==> src/rtl/bus_ctrl.sv <==
// bus_ctrl: 68xx-style bus controller with region decode, phi1/phi2 clock enables and DTACK/VPA/BERR handshake.
// Optional bus-error timeout is compiled in when the macro BUS_TIMEOUT_EN is defined.
module bus_ctrl #(
  parameter int ADDR_W = 24,
  parameter int SEL_LO = 12,
  parameter int SEL_W = 4,
  parameter int NUM_REGIONS = 5,
  parameter logic [NUM_REGIONS-1:0] PERIPH_MASK = 5'b11100,
  parameter int WAIT_W = 4,
  parameter int PHI_DIV = 1,
  parameter int TIMEOUT = 255
) (
  input  logic                          clk,
  input  logic                          rst_n,
  input  logic [ADDR_W-1:1]             cpu_addr,
  input  logic                          cpu_as_n,
  input  logic                          cpu_vma_n,
  input  logic [NUM_REGIONS*WAIT_W-1:0] wait_cfg,
  output logic                          phi1,
  output logic                          phi2,
  output logic [NUM_REGIONS-1:0]        cs,
  output logic                          dtack_n,
  output logic                          vpa_n,
  output logic                          berr_n,
  output logic                          busy
);

  localparam int PH_W = (2 * PHI_DIV > 1) ? $clog2(2 * PHI_DIV) : 1;

  typedef enum logic [2:0] {
    S_IDLE   = 3'd0,
    S_WAIT   = 3'd1,
    S_ACK    = 3'd2,
    S_PERIPH = 3'd3,
    S_ERR    = 3'd4
  } state_t;

  state_t state_reg, state_next;

  logic [PH_W-1:0]   phase_cnt_reg;
  logic [WAIT_W-1:0] wait_cnt_reg, wait_cnt_next;
  logic [SEL_W-1:0]  region_reg, region_next;
  logic              unmapped_reg, unmapped_next;

  logic [SEL_W-1:0]       region_in;
  logic [SEL_W-1:0]       region_cur;
  logic [NUM_REGIONS-1:0] region_hit;
  logic [NUM_REGIONS-1:0] periph_hit;
  logic [WAIT_W-1:0]      wait_or [NUM_REGIONS+1];
  logic                   mapped_in;
  logic                   periph_in;
  logic [WAIT_W-1:0]      wait_sel;
  logic                   timeout_hit;
  logic                   unused_addr;

  // Only the select field is decoded; the rest of the address belongs to the selected device.
  assign region_in   = cpu_addr[SEL_LO+SEL_W-1:SEL_LO];
  assign unused_addr = ^cpu_addr;

  // While a cycle is in flight the latched region drives the selects, so address glitches are ignored.
  assign region_cur = (state_reg == S_IDLE) ? region_in : region_reg;

  assign wait_or[0] = '0;

  genvar gi;
  generate
    for (gi = 0; gi < NUM_REGIONS; gi++) begin : g_region
      localparam logic [SEL_W-1:0] IDX = SEL_W'(gi);
      logic cur_hit;

      assign region_hit[gi]  = (region_in == IDX);
      assign periph_hit[gi]  = region_hit[gi] & PERIPH_MASK[gi];
      assign wait_or[gi + 1] = wait_or[gi] |
                               (region_hit[gi] ? wait_cfg[gi*WAIT_W +: WAIT_W] : '0);

      assign cur_hit = (region_cur == IDX) && !unmapped_sel();
      assign cs[gi]  = !cpu_as_n && cur_hit && (PERIPH_MASK[gi] ? !cpu_vma_n : 1'b1);
    end
  endgenerate

  // An unmapped latched region must never light a select, even if its index aliases a mapped one.
  function automatic logic unmapped_sel();
    return (state_reg != S_IDLE) && unmapped_reg;
  endfunction

  assign mapped_in = |region_hit;
  assign periph_in = |periph_hit;
  assign wait_sel  = wait_or[NUM_REGIONS];

  // Phase generator: the enables are registered so they are low in reset and phi1 fires on the first edge.
  always_ff @(posedge clk or negedge rst_n) begin
    if (!rst_n) begin
      phase_cnt_reg <= '0;
      phi1          <= 1'b0;
      phi2          <= 1'b0;
    end else begin
      phi1          <= (phase_cnt_reg == '0);
      phi2          <= (phase_cnt_reg == PH_W'(PHI_DIV));
      phase_cnt_reg <= (phase_cnt_reg == PH_W'(2 * PHI_DIV - 1)) ? '0 : phase_cnt_reg + PH_W'(1);
    end
  end

`ifdef BUS_TIMEOUT_EN
  localparam int TO_W = $clog2(TIMEOUT + 1);
  logic [TO_W-1:0] to_cnt_reg, to_cnt_next;

  assign timeout_hit = (to_cnt_reg == TO_W'(TIMEOUT - 1));

  always_comb begin
    to_cnt_next = to_cnt_reg;
    if (state_reg == S_IDLE) begin
      to_cnt_next = '0;
    end else if (state_reg == S_WAIT) begin
      to_cnt_next = to_cnt_reg + TO_W'(1);
    end
  end

  always_ff @(posedge clk or negedge rst_n) begin
    if (!rst_n) begin
      to_cnt_reg <= '0;
    end else begin
      to_cnt_reg <= to_cnt_next;
    end
  end
`else
  assign timeout_hit = 1'b0;
`endif

  // State register
  always_ff @(posedge clk or negedge rst_n) begin
    if (!rst_n) begin
      state_reg    <= S_IDLE;
      wait_cnt_reg <= '0;
      region_reg   <= '0;
      unmapped_reg <= 1'b0;
    end else begin
      state_reg    <= state_next;
      wait_cnt_reg <= wait_cnt_next;
      region_reg   <= region_next;
      unmapped_reg <= unmapped_next;
    end
  end

  // Next-state logic
  always_comb begin
    state_next    = state_reg;
    wait_cnt_next = wait_cnt_reg;
    region_next   = region_reg;
    unmapped_next = unmapped_reg;
    case (state_reg)
      S_IDLE: begin
        if (!cpu_as_n) begin
          region_next   = region_in;
          unmapped_next = !mapped_in;
          wait_cnt_next = mapped_in ? wait_sel : '0;
          state_next    = (mapped_in && periph_in) ? S_PERIPH : S_WAIT;
        end
      end
      S_WAIT: begin
        // A completing wait count wins over a timeout expiring on the same edge.
        if (cpu_as_n) begin
          state_next = S_IDLE;
        end else if (!unmapped_reg && wait_cnt_reg == '0) begin
          state_next = S_ACK;
        end else if (timeout_hit) begin
          state_next = S_ERR;
        end else if (!unmapped_reg) begin
          wait_cnt_next = wait_cnt_reg - WAIT_W'(1);
        end
      end
      S_ACK, S_PERIPH, S_ERR: begin
        if (cpu_as_n) begin
          state_next = S_IDLE;
        end
      end
      default: state_next = S_IDLE;
    endcase
  end

  // Outputs decode straight from the state so reset clears them without a clock.
  always_comb begin
    dtack_n = (state_reg != S_ACK);
    vpa_n   = (state_reg != S_PERIPH);
    busy    = (state_reg != S_IDLE);
`ifdef BUS_TIMEOUT_EN
    berr_n  = (state_reg != S_ERR);
`else
    berr_n  = 1'b1;
`endif
  end

endmodule

==> config.mk <==
export PLATFORM = sky130hd
export DESIGN_NAME = bus_ctrl
export DESIGN_NICKNAME = d
export VERILOG_FILES = /design/src/rtl/bus_ctrl.sv
export SDC_FILE = /design/constraint.sdc
export NUM_CORES = 1
export LEC_CHECK = 0
export ABC_AREA = 1
export BUFFER_PORTS_ARGS = -buffer_cell sky130_fd_sc_hd__buf_2
export CORE_ASPECT_RATIO = 0.9
export CORE_MARGIN = 2
export CORE_UTILIZATION = 43
export DETAILED_ROUTE_END_ITERATION = 10
export GPL_TIMING_DRIVEN = 1
export PLACE_DENSITY = 0.82
export RECOVER_POWER = 50
export SLEW_MARGIN = 20
export SYNTH_ARGS = -nofsm -noshare
export SYNTH_HDL_FRONTEND = slang
export SYNTH_SLANG_ARGS = --single-unit
==> constraint.sdc <==
create_clock -name clk -period 2 [get_ports clk]
set_clock_uncertainty 0.15 [all_clocks]
set_input_delay 0.4 -clock clk [delete_from_list [all_inputs] [get_ports clk]]
set_output_delay 0.4 -clock clk [all_outputs]
set_load 0.03 [all_outputs]
==> results.json <==
{
  "status": "finished with violations",
  "violations": "setup timing",
  "fillers": 189,
  "wl_met2_um": 1460,
  "drcViolationCount": 0,
  "gp_congestion": 0.860,
  "fp.dieArea_mm2": 0.00273,
  "drt_iter0_markers": 29,
  "path_cells": "nor2_4 -> inv_2 -> o21ai_4 -> nand3_2 -> nor3_2 -> buf_4",
  "setup_slack_ns": -0.247,
  "num_antenna_cells": 0,
  "cts_tree": "built",
  "hpwlAfterDp_um": 2110,
  "via_per_inst": 5.16,
  "drv_cap": 0,
  "p_leak_nw": 0.763,
  "initial_core_util": 0.458,
  "coreArea_mm2": 0.00218,
  "min_period_ns": 2.25,
  "cp_max_fo": 5,
  "clock_latency_ns": 0.28,
  "yosys_warnings": 0,
  "clkTransAtPathRegs_ns": 0.08,
  "via_count": 1156,
  "grt_start_max_net_pins": 18,
  "ant_nets": 0,
  "syn_inst": 147,
  "critPathMaxStageDelay_ns": 0.46,
  "placed_cell_area_mm2": 0.00129,
  "ir_drop_mv": 0.717,
  "finalHoldViolCount": 0,
  "fp.dieH_um": 49.7,
  "route.top_layer_used": "met4",
  "h-tree-depth": 1,
  "nets": 247,
  "numCtsBuffers": 3,
  "port-buffer-count": 37,
  "dieWidth_um": 54.8,
  "synth_nets": 196,
  "seq_area_frac_synth": 0.325,
  "cts.sinks": 13,
  "finalCritPeriodShare": 1.12,
  "finalSetupViolCount": 5,
  "area_growth_pct": 43.2,
  "postRouteWirelength_um": 2940,
  "synth_cell_type_count": 27,
  "clk_path_buf_depth": 2,
  "std_cell_rows": 16,
  "stdcell_area_mm2": 0.00143,
  "fin_cells": 224,
  "rsz0062_at_grt": "true",
  "yosysTopAreaCellShare": 0.325,
  "maxSlewHeadroom": 0.524,
  "met3_wirelength_um": 180,
  "crit_type": "flip-flop to output port",
  "grt_pass1_wl_um": 4620,
  "placedCellCount": 217,
  "hp-class": "flip-flop to flip-flop",
  "grt_usage": 0.232,
  "cp-end-kind": "output port",
  "ys_top_cells_by_area": "dfrtp_1, nand3_1, nand2_1",
  "firstDrtPassIters": 4,
  "grt_antenna_before_repair": 0,
  "ios": 58,
  "crit_path_start_kind": "flip-flop",
  "ys_seq_elements": 13,
  "max_freq_mhz": 445,
  "drt-met1-wl_um": 1240,
  "arrival_ns": 1.70,
  "cp_slowest_cell": "dfrtp_2",
  "synth_largest_area_cell": "dfrtp_1",
  "p_per_area_mw_per_mm2": 1090,
  "crit_required_ns": 1.45,
  "synth.cell_area_um2": 1000,
  "wl_per_cell_um": 13.1,
  "layout-drive-gt1-share": 0.376,
  "root_buffer": "clkbuf_4",
  "grt_overflow": 0,
  "worstMarginPinSlew_ns": 0.714,
  "slew_viol_final": 0,
  "grt_pass1_vias": 1057,
  "postSynthAreaPerCell_um2": 6.80
}
-- layout by cell type, fill, tap and decap left out, types with 2 or more instances in the layout --
cell type,netlist,routed
nor2_1,14,14
clkbuf_4,0,3
o21ai_0,5,5
dfrtp_1,13,11
nand3_1,28,26
a21oi_1,8,8
inv_1,20,18
ha_1,2,2
o21ai_4,0,2
buf_2,1,31
nand4_1,2,2
buf_6,1,3
inv_2,1,3
clkbuf_1,0,2
nand2_4,1,3
nand2_2,2,3
buf_4,1,12
nand2_1,27,24
nor2_2,2,2
o21ai_1,7,5
nor2_4,2,3
dfrtp_2,0,2
-- layer usage --
layer,vias up,GRT usage
li1,586,-
met1,513,0.274
met2,49,0.391
met3,8,0.0424
met4,0,0.108
met5,-,0
-- report_power, final --
group	internal [mW]	switching, mW	total (mW)	leakage (nW)
Sequential	0.370	0.0956	0.465	0.154
Combinational	0.343	0.587	0.930	0.593
Clock	0.0774	0.0859	0.163	0.0150
-- cells in the mapped netlist --
master,instances
nand2_4,1
o211a_1,1
nor3_1,2
nor3b_2,1
buf_4,1
nand3_1,28
ha_1,2
or2_1,1
buf_2,1
nand2_2,2
inv_1,20
o21ai_0,5
nand2_1,27
o21ai_1,7
o21bai_1,1
o21ai_2,1
nor4b_2,1
inv_2,1
nor2_2,2
nor2_4,2
conb_1,1
o211ai_1,1
buf_6,1
a21oi_1,8
nand4_1,2
nor2_1,14
dfrtp_1,13
-- cell families (layout without fill, tap and decap cells) --
kind of cell,Yosys count,after routing,share of synthesized area
other,1,1,0.00375
buffers and inverters,24,73,0.103
flip-flops,13,13,0.325
AO/OA/AOI/OAI,24,24,0.134
adder cells (fa/ha/maj),2,2,0.0250
AND/OR/NAND/NOR,83,84,0.409
-- critical path, delay by kind of cell (launching register included) --
kind	cells	cell delay (ns)
buffers and inverters	2	0.27
flip-flops	1	0.46
AO/OA/AOI/OAI	1	0.20
AND/OR/NAND/NOR	3	0.48
-- final cells by class --
| type | instances | area [µm²] | share of cell area |
|---|---|---|---|
| repair buffers | 48 | 293 | 0.205 |
| clock buffers | 4 | 26.3 | 0.0184 |
| inverters | 21 | 78.8 | 0.0551 |
| well taps | 27 | 33.8 | 0.0236 |
| multi-input cells | 111 | 672 | 0.469 |
| flip-flops and latches | 13 | 328 | 0.229 |
-- metrics by stage --
step	total power, mW	util	setup WS (ns)	hold WS (ns)	setup TNS (ns)
after floorplan	0.991	-	-0.109	-0.0456	-0.419
after global placement	1.17	0.593	-0.0245	0.152	-0.0385
after detailed placement	1.22	0.593	-0.107	0.150	-0.212
after CTS	1.50	0.646	-0.218	0.243	-0.945
after global routing	1.66	0.656	-0.303	0.282	-1.40
final	1.56	0.656	-0.247	0.239	-1.14
-- path summary, 6_finish.rpt --
path	from	end	slack, ns	depth (start not counted)
setup reg to reg	state_reg[1]	wait_cnt_reg[3]	0.26	7
hold / removal	phase_cnt_reg	phi2	0.24	0
setup / recovery	state_reg[1]	cs[1]	-0.25	6
max in group asynchronous	rst_n	state_reg[0]	0.67	2
hold reg to reg	phase_cnt_reg	phi2	0.24	0
min in group asynchronous	rst_n	region_reg[3]	0.53	2
-- timing repair --
item	4_1_cts	5_1_grt
setup buffers	1	0
endpoints found under the hold margin	13	0
hold buffers	1	0
cloned	1	0
resized for setup	19	6
pin swaps	3	3
setup endpoints to repair	5	5
No activity file was read; power rests on OpenSTA's default activity.
